**src/rtl/frh_pkg.sv**
```systemverilog
// Shared encodings for the FRHealth interval sequencer.
// Phase codes double as the FSM state encoding.
package frh_pkg;

    localparam logic [1:0] PH_IDLE  = 2'b00;
    localparam logic [1:0] PH_WORK  = 2'b01;
    localparam logic [1:0] PH_REST  = 2'b10;
    localparam logic [1:0] PH_PAUSE = 2'b11;

    localparam logic [1:0] BU_OFF  = 2'b00;
    localparam logic [1:0] BU_ADV  = 2'b01;
    localparam logic [1:0] BU_SKIP = 2'b10;
    localparam logic [1:0] BU_DONE = 2'b11;

    typedef enum logic [1:0] {
        S_IDLE  = 2'b00,
        S_WORK  = 2'b01,
        S_REST  = 2'b10,
        S_PAUSE = 2'b11
    } state_e;

endpackage

```
**src/rtl/phase_timer.sv**
```systemverilog
// Loadable seconds down-counter; saturates at zero and freezes on hold.
module phase_timer #(
    parameter int W = 6
) (
    input  logic         clk,
    input  logic         re,
    input  logic         load,
    input  logic [W-1:0] value,
    input  logic         en,
    input  logic         hold,
    output logic [W-1:0] count,
    output logic         zero
);

    logic [W-1:0] count_q;
    logic [W-1:0] count_d;

    always_comb begin
        count_d = count_q;
        if (load) begin
            count_d = value;
        end else if (en && !hold && count_q != '0) begin
            count_d = count_q - W'(1);
        end
    end

    always_ff @(posedge clk) begin
        if (re) begin
            count_q <= '0;
        end else begin
            count_q <= count_d;
        end
    end

    assign count = count_q;
    assign zero  = (count_q == '0);

endmodule

```
**src/rtl/interval_sequencer.sv**
```systemverilog
// Workout/rest interval sequencer with skip, pause/resume and done pulse.
// All outputs are registered; events take effect on the next posedge.
module interval_sequencer
    import frh_pkg::*;
#(
    parameter int CNT_W = 9,
    parameter int TI_W  = 6,
    parameter int N_EX  = 10,
    parameter int EX_W  = 4
) (
    input  logic             Clk,
    input  logic             Re,
    input  logic             Tick,
    input  logic             St,
    input  logic             Sk,
    input  logic             Pa,
    input  logic [CNT_W-1:0] Total,
    input  logic [TI_W-1:0]  WorkSec,
    input  logic [TI_W-1:0]  RestSec,
    output logic [CNT_W-1:0] Cn,
    output logic [TI_W-1:0]  Ti,
    output logic [EX_W-1:0]  WCn,
    output logic [1:0]       Phase,
    output logic [1:0]       Bu,
    output logic             Done
);

    state_e           state_q, state_d;
    logic             ret_q, ret_d;
    logic [CNT_W-1:0] cn_q, cn_d;
    logic [CNT_W-1:0] tot_q, tot_d;
    logic [EX_W-1:0]  wcn_q, wcn_d;
    logic [TI_W-1:0]  work_q, work_d;
    logic [TI_W-1:0]  rest_q, rest_d;
    logic [1:0]       bu_q, bu_d;
    logic             done_q, done_d;

    logic             ld, dec, fin, adv, zero;
    logic [TI_W-1:0]  ld_val;
    logic [1:0]       adv_code;

    always_comb begin
        state_d  = state_q;
        ret_d    = ret_q;
        cn_d     = cn_q;
        tot_d    = tot_q;
        wcn_d    = wcn_q;
        work_d   = work_q;
        rest_d   = rest_q;
        bu_d     = Tick ? BU_OFF : bu_q;
        done_d   = 1'b0;
        ld       = 1'b0;
        ld_val   = work_q;
        dec      = 1'b0;
        fin      = 1'b0;
        adv      = 1'b0;
        adv_code = BU_ADV;

        unique case (state_q)
            S_IDLE: begin
                if (St && Total != '0) begin
                    tot_d   = Total;
                    work_d  = WorkSec;
                    rest_d  = RestSec;
                    cn_d    = CNT_W'(1);
                    wcn_d   = '0;
                    ld      = 1'b1;
                    ld_val  = WorkSec;
                    state_d = S_WORK;
                end
            end
            S_WORK, S_REST: begin
                if (Pa) begin
                    ret_d   = (state_q == S_REST);
                    state_d = S_PAUSE;
                end else if (Sk) begin
                    if (cn_q == tot_q) begin
                        fin = 1'b1;
                    end else begin
                        adv      = 1'b1;
                        adv_code = BU_SKIP;
                    end
                end else if (Tick) begin
                    if (!zero) begin
                        dec = 1'b1;
                    end else if (state_q == S_WORK) begin
                        ld      = 1'b1;
                        ld_val  = rest_q;
                        state_d = S_REST;
                    end else if (cn_q == tot_q) begin
                        fin = 1'b1;
                    end else begin
                        adv = 1'b1;
                    end
                end
            end
            S_PAUSE: begin
                if (Pa) begin
                    state_d = ret_q ? S_REST : S_WORK;
                end
            end
        endcase

        if (adv) begin
            cn_d    = cn_q + CNT_W'(1);
            wcn_d   = (wcn_q == EX_W'(N_EX - 1)) ? '0 : wcn_q + EX_W'(1);
            ld      = 1'b1;
            ld_val  = work_q;
            bu_d    = adv_code;
            state_d = S_WORK;
        end

        if (fin) begin
            bu_d    = BU_DONE;
            done_d  = 1'b1;
            ld      = 1'b1;
            ld_val  = '0;
            wcn_d   = '0;
            cn_d    = '0;
            state_d = S_IDLE;
        end
    end

    always_ff @(posedge Clk) begin
        if (Re) begin
            state_q <= S_IDLE;
            ret_q   <= 1'b0;
            cn_q    <= '0;
            tot_q   <= '0;
            wcn_q   <= '0;
            work_q  <= '0;
            rest_q  <= '0;
            bu_q    <= BU_OFF;
            done_q  <= 1'b0;
        end else begin
            state_q <= state_d;
            ret_q   <= ret_d;
            cn_q    <= cn_d;
            tot_q   <= tot_d;
            wcn_q   <= wcn_d;
            work_q  <= work_d;
            rest_q  <= rest_d;
            bu_q    <= bu_d;
            done_q  <= done_d;
        end
    end

    phase_timer #(
        .W(TI_W)
    ) u_timer (
        .clk  (Clk),
        .re   (Re),
        .load (ld),
        .value(ld_val),
        .en   (dec),
        .hold (state_q == S_PAUSE),
        .count(Ti),
        .zero (zero)
    );

    assign Cn    = cn_q;
    assign WCn   = wcn_q;
    assign Phase = state_q;
    assign Bu    = bu_q;
    assign Done  = done_q;

endmodule

```
**config.mk**
```make
export PLATFORM = sky130hd
export DESIGN_NAME = interval_sequencer
export DESIGN_NICKNAME = d
export VERILOG_FILES = /design/src/rtl/frh_pkg.sv /design/src/rtl/phase_timer.sv /design/src/rtl/interval_sequencer.sv
export SDC_FILE = /design/constraint.sdc
export NUM_CORES = 1
export LEC_CHECK = 0
export ABC_AREA = 0
export CAP_MARGIN = 20
export CORE_ASPECT_RATIO = 2
export CORE_UTILIZATION = 51
export CTS_BUF_LIST = sky130_fd_sc_hd__clkbuf_8
export DETAILED_ROUTE_END_ITERATION = 7
export PLACE_DENSITY = 0.79
export SLEW_MARGIN = 20
export SYNTH_ARGS = -nofsm -noshare
export SYNTH_HDL_FRONTEND = slang
export SYNTH_HIERARCHICAL = 1
export SYNTH_SLANG_ARGS = --single-unit
```
**constraint.sdc**
```tcl
create_clock -name Clk -period 4.2 [get_ports Clk]
set_input_delay 0.84 -clock Clk [delete_from_list [all_inputs] [get_ports Clk]]
set_output_delay 0.84 -clock Clk [all_outputs]
set_load 0.01 [all_outputs]
```
==> results of run 1 <==
worst max path at each step:
stage,start,to,depth (start not counted),slack [ns]
5_1_grt,u_timer/count[3]$_SDFFE_PP0P_,u_timer/count[1]$_SDFFE_PP0P_,10,0.90
3_3_place_gp,Pa,u_timer/count[3]$_SDFFE_PP0P_,6,0.92
4_1_cts,Pa,u_timer/count[3]$_SDFFE_PP0P_,6,1.17
6_report,Pa,u_timer/count[3]$_SDFFE_PP0P_,6,1.14
2_1_floorplan,Total[5],u_timer/count[3]$_SDFFE_PP0P_,10,1.58
3_5_place_dp,Pa,u_timer/count[3]$_SDFFE_PP0P_,6,0.86
kinds of logic after synthesis:
logic type / share of synthesized area (%)
AND/OR/NAND/NOR: 26.6
AO/OA/AOI/OAI: 24.6
flip-flops: 35.4
buffers and inverters: 4.23
adder cells (fa/ha/maj): 5.29
XOR/XNOR: 3.03
multiplexers: 0.818
sequential cells by signal, indices dropped and copies added (netlist names):
register	count
Done	1
Cn	9
Bu	2
rest_q	6
ret_q	1
work_q	6
WCn	4
u_timer/count	6
tot_q	9
Phase	2
worst min-delay path, stage by stage, from the launching register on:
cell and delay (ns):
dfxtp_1 0.32, nand2_1 0.05, a21oi_1 0.05
metrics by stage:
stage / util, % / cell area (µm²) / hold WS, ns / std cells
after floorplan: - / 2600 / 0.436 / 323
after global placement: 64.6 / 3140 / 0.443 / 422
after detailed placement: 64.6 / 3140 / 0.447 / 422
after CTS: 66.8 / 3250 / 0.459 / 430
after global routing: 66.8 / 3250 / 0.478 / 430
final: 66.8 / 3250 / 0.458 / 430
layer usage:
metal / vias up / GRT usage [%] / share of wire [%]
met1: 1267 / 27.7 / 36
li1: 1282 / - / -
met3: 22 / 3.83 / 3.1
met2: 68 / 53.6 / 57
met4: 0 / 15.8 / 4.7
met5: - / 0 / 0
power by group:
part	switching (mW)	internal, mW
logic	0.455	0.318
registers	0.0739	0.503
clock network	0.151	0.151
total	0.680	0.972
final cells by class:
type,count,area (µm²)
Multi-Input combinational cell,252,1570
Inverter,12,45.0
Tap cell,57,71.3
Clock inverter,1,8.76
Fill cell,411,1620
Timing Repair Buffer,55,538
Sequential cell,46,921
Clock buffer,7,96.3
cell usage in the layout, fill, tap and decap left out, types with 2 or more instances in the layout:
cell             netlist  final
a2111oi_0              2      2
a211oi_1               3      3
a21oi_1               32     32
a22oi_1                7      7
a311oi_1               2      2
a31oi_1                6      6
and2_1                 2      2
buf_4                  1      5
clkbuf_8               0      7
clkdlybuf4s50_1        0     50
dfxtp_1               46     46
ha_1                  11     11
inv_1                 12     12
nand2_1               54     54
nand2b_1               4      4
nand3_1               20     20
nand3b_1               5      5
nand4b_1               2      2
nor2_1                15     15
nor2b_1                3      3
nor3_1                10     10
nor4_1                 3      3
o211ai_1               3      3
o21a_1                 3      3
o21ai_0                7      7
o21bai_1               3      3
o22ai_1                3      3
o2bb2ai_1              6      6
or2_2                  3      3
or3_2                  6      6
xnor2_1                6      6
xor2_1                 3      3
==> results.py, run 1 <==
metrics = {
    "yosys": {
        "seq_area_frac_synth_pct": 35.4,
        "yosysTopAreaCell": "dfxtp_1",
        "ys_ff_latch": 46,
        "synth_edf_count": 0,
        "yosysWarnings": 6,
        "netlist_area_um2": 2600,
        "synth_area_leaders": "dfxtp_1 35%, nand2_1 7.8%, a21oi_1 6.2%",
        "ys_types": 62,
        "synth_top_area_share_pct": 35.4,
        "syn_inst": 323,
        "yosysMostFrequentCell": "nand2_1",
        "synth_flop_cell": "dfxtp_1",
        "synth_nets": 361,
        "async_flop_share_pct": 0,
        "synth_area_per_cell_um2": 8.05,
        "synth_commonest_cells": "54 x nand2_1, 46 x dfxtp_1, 32 x a21oi_1",
    },
    "clocking": {
        "worstSkewPairLatency_ns": 0.30,
        "cts_resized": 0,
        "clkTransAtPathRegs_ns": 0.09,
        "root_buffer": "clkbuf_8",
        "post-cts-setup-buffer-count": 0,
        "numCtsBuffers": 5,
        "cts_tree": "done",
        "cts_max_level": 2,
        "ctsLongestPathBuffers": 2,
        "cts_num_sinks": 46,
        "cts_hold_buf": 0,
    },
    "detailed_routing": {
        "via_per_inst": 6.14,
        "drt_wl_total_um": 7010,
        "vias": 2639,
        "first_pass_iters": 5,
        "drt_iter0_drc": 71,
        "ant_nets": 0,
        "wire_per_inst_um": 16.3,
        "drc_errors": 0,
    },
    "worst_setup_path": {
        "path_buf_inv": 1,
        "crit_path_end_kind": "flop",
        "worstPathRequired_ns": 4.40,
        "critPathArrivalTime_ns": 3.26,
        "critPathSlowestCell": "or4b_4",
        "cp_max_fo": 7,
        "reg2reg_from": "u_timer/count[2]$_SDFFE_PP0P_",
        "cp_cell_sequence": "clkdlybuf4s50_1 -> nand2b_1 -> nor4_1 -> or4b_4 -> a211o_1 -> a2111oi_1",
        "ff2ff_path_depth": 10,
        "rr_endpoint": "u_timer/count[1]$_SDFFE_PP0P_",
        "critical_path.top_delay_family": "simple AND/OR/NAND/NOR gates",
        "critPathMaxStageDelay_ns": 0.56,
        "startpoint_type": "input pin",
        "critPathKind": "in -> reg",
        "rrSetupSlack_ns": 1.18,
    },
    "worst_hold_path": {
        "hold_path_depth": 2,
        "hold_class": "reg -> reg",
        "holdPathEnd": "work_q[3]$_SDFFE_PP0N_",
        "hp-start": "work_q[3]$_SDFFE_PP0N_",
    },
    "placement": {
        "gp_congestion": 0.942,
        "io_buffer_count": 50,
        "dpl.hpwl_um": 5310,
        "place_ws_ns": 0.858,
    },
    "floorplan": {
        "coreArea_um2": 4860,
        "dieArea_um2": 5400,
        "fp.dieW_um": 52.5,
        "start_util_pct": 53.4,
        "fp.dieH_um": 103,
        "io_pins": 51,
        "fp-row-count": 36,
    },
    "finish": {
        "diodes": 0,
        "area_growth_pct": 25.0,
        "nNetsFinal": 410,
        "drive_gt1_share_pct": 8.31,
    },
    "grt": {
        "grt_use_total_pct": 28.2,
        "grt_pass1_wl_um": 11400,
        "overflow": 0,
        "grt_pass1_vias": 2459,
        "antenna_found_initial": 0,
        "grt_max_degree": 33,
    },
    "sta": {
        "rsz0062_at_grt": "no",
        "finalCritPeriodShare_pct": 73.0,
        "fin_ws_ns": 1.14,
        "slew_violations": 0,
        "finClkSkew_ns": 0.00796,
        "finalSetupTns_ns": 0,
        "max_freq_mhz": 326,
        "slew_headroom_pct": 50.5,
        "tightest_slew_ns": 0.740,
        "setup_viol_count_final": 0,
        "finalHoldViolations": 0,
        "min_period_ns": 3.06,
    },
    "power_and_ir_drop": {
        "p_leak_nw": 1.13,
        "irDropWorstVdd_mv": 0.384,
        "p_total_mw": 1.65,
        "power_density_nw_per_um2": 509,
    },
    "status": {
        "status": "finished clean",
    },
    "job": {
        "cap_viol_max_count": 0,
    },
}
(Power assumes the default switching activity.)
==> run 2: changes to the inputs <==
==> constraint.sdc (replaced) <==
create_clock -name Clk -period 3.1 [get_ports Clk]
set_input_delay 0.62 -clock Clk [delete_from_list [all_inputs] [get_ports Clk]]
set_output_delay 0.62 -clock Clk [all_outputs]
set_load 0.01 [all_outputs]
==> results.py, run 2 (synthesis results as in run 1) <==
metrics = {
    "status": {
        "status": "finished clean",
    },
    "floorplan": {
        "dieArea_um2": 5400,
        "fp.dieH_um": 103,
        "fp-row-count": 36,
        "start_util_pct": 53.4,
        "coreArea_um2": 4860,
        "fp.dieW_um": 52.5,
        "io_pins": 51,
    },
    "finish": {
        "diodes": 0,
        "final_common_cell": "nand2_1",
        "area_growth_pct": 26.6,
        "nNetsFinal": 417,
        "drive_gt1_share_pct": 10.0,
        "fin_area_um2": 3290,
        "instances_no_fill": 437,
        "final_cell_mix": "54 x nand2_1, 50 x clkdlybuf4s50_1, 46 x dfxtp_1, 32 x a21oi_1, 20 x nand3_1",
        "fin_util_pct": 67.6,
        "final.fill_count": 417,
    },
    "worst_setup_path": {
        "critPathArrivalTime_ns": 3.13,
        "startpoint_type": "flop",
        "cp_cell_sequence": "inv_1 -> ha_1 -> nand2b_1 -> nor2_1 -> nor4_1 -> or4b_4 -> nor4_1 -> nor3b_1",
        "crit_path_end_kind": "flop",
        "cp_max_fo": 8,
        "cpMostUsedCell": "nor4_1",
        "critPathSlowestCell": "nor4_1",
        "worstPathRequired_ns": 3.28,
        "critPathKind": "reg -> reg",
        "critPathMaxStageDelay_ns": 0.62,
    },
    "clocking": {
        "cts_num_sinks": 46,
        "post-cts-setup-buffer-count": 0,
        "numCtsBuffers": 5,
        "cts_hold_buf": 0,
        "worstSkewPairLatency_ns": 0.30,
        "clkTransAtPathRegs_ns": 0.10,
        "ctsLongestPathBuffers": 2,
        "cts_max_level": 2,
        "cts_tree": "done",
        "cts_resized": 0,
        "root_buffer": "clkbuf_8",
    },
    "power_and_ir_drop": {
        "seq_power_share_pct": 34.1,
        "irDropWorstVdd_mv": 0.498,
        "power_density_nw_per_um2": 685,
        "p_sw_uw": 957,
        "p_total_mw": 2.25,
        "p_int_mw": 1.30,
        "p_leak_nw": 1.16,
        "switching_share_pct": 42.5,
        "power_frac_clock_pct": 16.9,
        "power_frac_comb_pct": 49.0,
    },
    "grt": {
        "grt_pass1_wl_um": 12000,
        "antenna_found_initial": 0,
        "grt_max_degree": 33,
        "overflow": 0,
        "grt_use_total_pct": 29.8,
        "grt_pass1_vias": 2564,
    },
    "detailed_routing": {
        "vias": 2638,
        "first_pass_iters": 4,
        "ant_nets": 0,
        "wire_per_inst_um": 16.7,
        "drc_errors": 0,
        "drt_iter0_drc": 75,
        "met3WireLength_um": 275,
        "via_per_inst": 6.04,
        "wl_met1_um": 2570,
        "dr_wl_met2_um": 4120,
        "drt_wl_total_um": 7320,
        "top_layer_used": "met4",
    },
    "sta": {
        "slew_headroom_pct": 55.0,
        "finalSetupTns_ns": 0,
        "finalCritPeriodShare_pct": 95.4,
        "fin_ws_ns": 0.143,
        "whs_ns": 0.462,
        "finalHoldViolations": 0,
        "slew_violations": 0,
        "tightest_slew_ns": 0.669,
        "finClkSkew_ns": 0.0115,
        "min_period_ns": 2.96,
        "max_freq_mhz": 338,
        "setup_viol_count_final": 0,
        "rsz0062_at_grt": "no",
    },
    "placement": {
        "place_area_um2": 3200,
        "gp_congestion": 0.956,
        "dp_cells": 429,
        "dpl.hpwl_um": 5550,
        "place_ws_ns": 0.198,
        "io_buffer_count": 50,
    },
    "job": {
        "cap_viol_max_count": 0,
    },
    "worst_hold_path": {
        "hold_class": "reg -> reg",
    },
}
-- run 2: cell types whose count changed in the layout (fill, tap and decap cells not counted), sizes merged --
cell      previous run  this run
buf                  5        12
clkbuf               7         5
clkinvlp             0         1
inv                 12        13
-- run 2: power by group through the flow --
stage	clock network [mW]	logic (mW)	registers, mW
2_1_floorplan	0	0.698	0.789
4_1_cts	0.391	1.08	0.770
3_3_place_gp	0	1.06	0.781
6_report	0.381	1.10	0.770
5_1_grt	0.418	1.22	0.781
3_5_place_dp	0	1.08	0.784
-- run 2: final timing paths --
check                                     start                            end  slack (ns)  cells past startpoint
hold / removal           rest_q[0]$_SDFFE_PP0P_         rest_q[0]$_SDFFE_PP0P_        0.46                      2
setup / recovery  u_timer/count[1]$_SDFFE_PP0P_  u_timer/count[5]$_SDFFE_PP0P_        0.14                      8
setup reg to reg  u_timer/count[1]$_SDFFE_PP0P_  u_timer/count[5]$_SDFFE_PP0P_        0.14                      8
hold reg to reg          rest_q[0]$_SDFFE_PP0P_         rest_q[0]$_SDFFE_PP0P_        0.46                      2
-- run 2: layout make-up --
| class | count | area, µm² | share of cell area (%) |
|---|---|---|---|
| Clock buffer | 5 | 68.8 | 2.09 |
| Clock inverter | 3 | 25.0 | 0.760 |
| Inverter | 12 | 45.0 | 1.37 |
| Multi-Input combinational cell | 252 | 1570 | 47.7 |
| Sequential cell | 46 | 921 | 28.0 |
| Tap cell | 57 | 71.3 | 2.17 |
| Timing Repair Buffer | 62 | 591 | 17.9 |
-- run 2: metal layers --
metal / track usage (%) / vias to the layer above
li1: - / 1284
met1: 28.6 / 1244
met2: 55.0 / 80
met3: 6.05 / 30
met4: 18.2 / 0
met5: 0 / -
-- run 2: critical path, delay by kind of cell (launching register included) --
| kind | cells | cell delay, ns |
|---|---|---|
| flops | 1 | 0.49 |
| buf+inv | 1 | 0.11 |
| simple gates | 6 | 2.01 |
| fa+ha+maj | 1 | 0.23 |
==> run 3: changes to the inputs <==
--- a/config.mk
+++ b/config.mk
@@ -11,6 +11,7 @@
 export CORE_UTILIZATION = 51
 export CTS_BUF_LIST = sky130_fd_sc_hd__clkbuf_8
 export DETAILED_ROUTE_END_ITERATION = 7
+export GPL_TIMING_DRIVEN = 0
 export PLACE_DENSITY = 0.79
 export SLEW_MARGIN = 20
 export SYNTH_ARGS = -nofsm -noshare
==> results.py, run 3 (synthesis results as in run 1) <==
metrics = {
    "placement": {
        "gp_congestion": 0.959,
        "io_buffer_count": 50,
        "dp_cells": 430,
        "dpl.hpwl_um": 5510,
        "place_ws_ns": -0.283,
    },
    "sta": {
        "setup_viol_count_final": 0,
        "fin_ws_ns": 0.193,
        "min_period_ns": 2.91,
        "rsz0062_at_grt": "no",
        "finalHoldViolations": 0,
        "finClkSkew_ns": 0.00482,
        "tightest_slew_ns": 0.696,
        "finalCritPeriodShare_pct": 93.8,
        "slew_headroom_pct": 53.3,
        "slew_violations": 0,
        "max_freq_mhz": 344,
    },
    "floorplan": {
        "dieArea_um2": 5400,
        "start_util_pct": 53.4,
        "fp.dieW_um": 52.5,
        "fp-row-count": 36,
        "fp.dieH_um": 103,
        "io_pins": 51,
        "coreArea_um2": 4860,
    },
    "worst_setup_path": {
        "cpMostUsedCell": "nor2_1",
        "rrSetupSlack_ns": 0.23,
        "path_buf_inv": 4,
        "cp_cell_sequence": "clkdlybuf4s50_1 -> nor4_1 -> a31oi_2 -> and2_1 -> buf_2 -> nor2_1 -> o21ai_0 -> buf_4 -> inv_1 -> nor2_1 -> a2111oi_0",
        "critPathKind": "in -> reg",
        "startpoint": "Total[6]",
        "critPathSlowestCell": "clkdlybuf4s50_1",
        "critPathMaxStageDelay_ns": 0.44,
        "worstPathRequired_ns": 3.28,
        "critPathArrivalTime_ns": 3.09,
        "critical_path.top_delay_family": "buffers and inverters",
        "cp_max_fo": 10,
        "crit_path_end_kind": "flop",
        "ff2ff_path_depth": 10,
        "startpoint_type": "input pin",
        "reg2reg_from": "u_timer/count[2]$_SDFFE_PP0P_",
        "rr_endpoint": "u_timer/count[1]$_SDFFE_PP0P_",
    },
    "detailed_routing": {
        "vias": 2633,
        "via_per_inst": 6.01,
        "wire_per_inst_um": 16.4,
        "first_pass_iters": 4,
        "drt_wl_total_um": 7180,
        "drt_iter0_drc": 55,
        "ant_nets": 0,
        "drc_errors": 0,
    },
    "grt": {
        "antenna_found_initial": 0,
        "grt_max_degree": 14,
        "grt_pass1_vias": 2496,
        "overflow": 0,
        "grt_use_total_pct": 28.3,
        "grt_pass1_wl_um": 11400,
    },
    "finish": {
        "nNetsFinal": 418,
        "drive_gt1_share_pct": 9.19,
        "area_growth_pct": 27.3,
        "final_cell_mix": "54 x nand2_1, 50 x clkdlybuf4s50_1, 46 x dfxtp_1, 32 x a21oi_1, 20 x nand3_1",
        "diodes": 0,
        "final_common_cell": "nand2_1",
        "instances_no_fill": 438,
    },
    "worst_hold_path": {
        "holdPathEnd": "work_q[3]$_SDFFE_PP0N_",
        "hp-start": "work_q[3]$_SDFFE_PP0N_",
        "hold_class": "reg -> reg",
        "hold_path_depth": 2,
    },
    "clocking": {
        "cts_tree": "done",
        "clkTransAtPathRegs_ns": 0.08,
        "cts_hold_buf": 0,
        "ctsLongestPathBuffers": 2,
        "post-cts-setup-buffer-count": 0,
        "root_buffer": "clkbuf_8",
        "cts_max_level": 2,
        "cts_num_sinks": 46,
        "numCtsBuffers": 5,
        "worstSkewPairLatency_ns": 0.30,
    },
    "power_and_ir_drop": {
        "irDropWorstVdd_mv": 0.514,
        "p_leak_nw": 1.16,
        "power_density_nw_per_um2": 693,
        "p_total_mw": 2.29,
    },
    "job": {
        "cap_viol_max_count": 0,
    },
    "status": {
        "status": "finished clean",
    },
}
run 3: where the power goes:
group          internal, mW  switching [mW]  total, mW
Clock                 0.235           0.196      0.430
Combinational         0.445           0.635       1.08
Sequential            0.682           0.101      0.784
Total                  1.36           0.932       2.29
run 3: worst max-delay path by stage:
| stage | endpoint | slack (ns) | cells past startpoint |
|---|---|---|---|
| 2_1_floorplan | u_timer/count[1]$_SDFFE_PP0P_ | 0.62 | 10 |
| 3_3_place_gp | u_timer/count[3]$_SDFFE_PP0P_ | -0.24 | 11 |
| 3_5_place_dp | u_timer/count[3]$_SDFFE_PP0P_ | -0.28 | 11 |
| 4_1_cts | u_timer/count[3]$_SDFFE_PP0P_ | 0.11 | 10 |
| 5_1_grt | u_timer/count[1]$_SDFFE_PP0P_ | 0.03 | 11 |
| 6_report | u_timer/count[1]$_SDFFE_PP0P_ | 0.19 | 11 |
run 3: through the flow:
stage | cell area, µm² | hold slack (ns) | setup TNS [ns] | util, %
floorplan | 2600 | 0.436 | 0 | -
global placement | 3170 | 0.444 | -0.476 | 65.2
detailed placement | 3170 | 0.448 | -0.535 | 65.2
CTS | 3280 | 0.460 | 0 | 67.5
global route | 3310 | 0.474 | 0 | 68.0
finish | 3310 | 0.459 | 0 | 68.0
run 3: repair_timing:
action                                  CTS  global route
endpoints found under the setup margin    1             2
pin swaps                                 0             2
gates resized for setup                   1             6
run 3: per-layer routing:
metal  GRT usage [%]  share of wire, %  up-vias  wire, µm
met4            12.6               2.8        0       198
met2            57.2                58       67      4200
met3            4.57               3.2       16       231
met5               0                 0        -         0
met1            25.6                36     1266      2550
li1                -                 -     1284         -
run 3: final cells by class:
| type | instances | area (µm²) |
|---|---|---|
| Buffer | 13 | 65.1 |
| Sequential cell | 46 | 921 |
| Fill cell | 437 | 1560 |
| Clock inverter | 3 | 37.5 |
| Timing Repair Buffer | 50 | 500 |
| Multi-Input combinational cell | 252 | 1600 |
| Inverter | 12 | 45.0 |
| Clock buffer | 5 | 68.8 |
| Tap cell | 57 | 71.3 |
run 3: worst register-to-register path: cells and delay by family, from the launching register on:
family,cells,cell delay (ns)
buffers and inverters,2,0.33
AND/OR/NAND/NOR,5,1.41
AO/OA/AOI/OAI,3,0.63
flip-flops,1,0.38
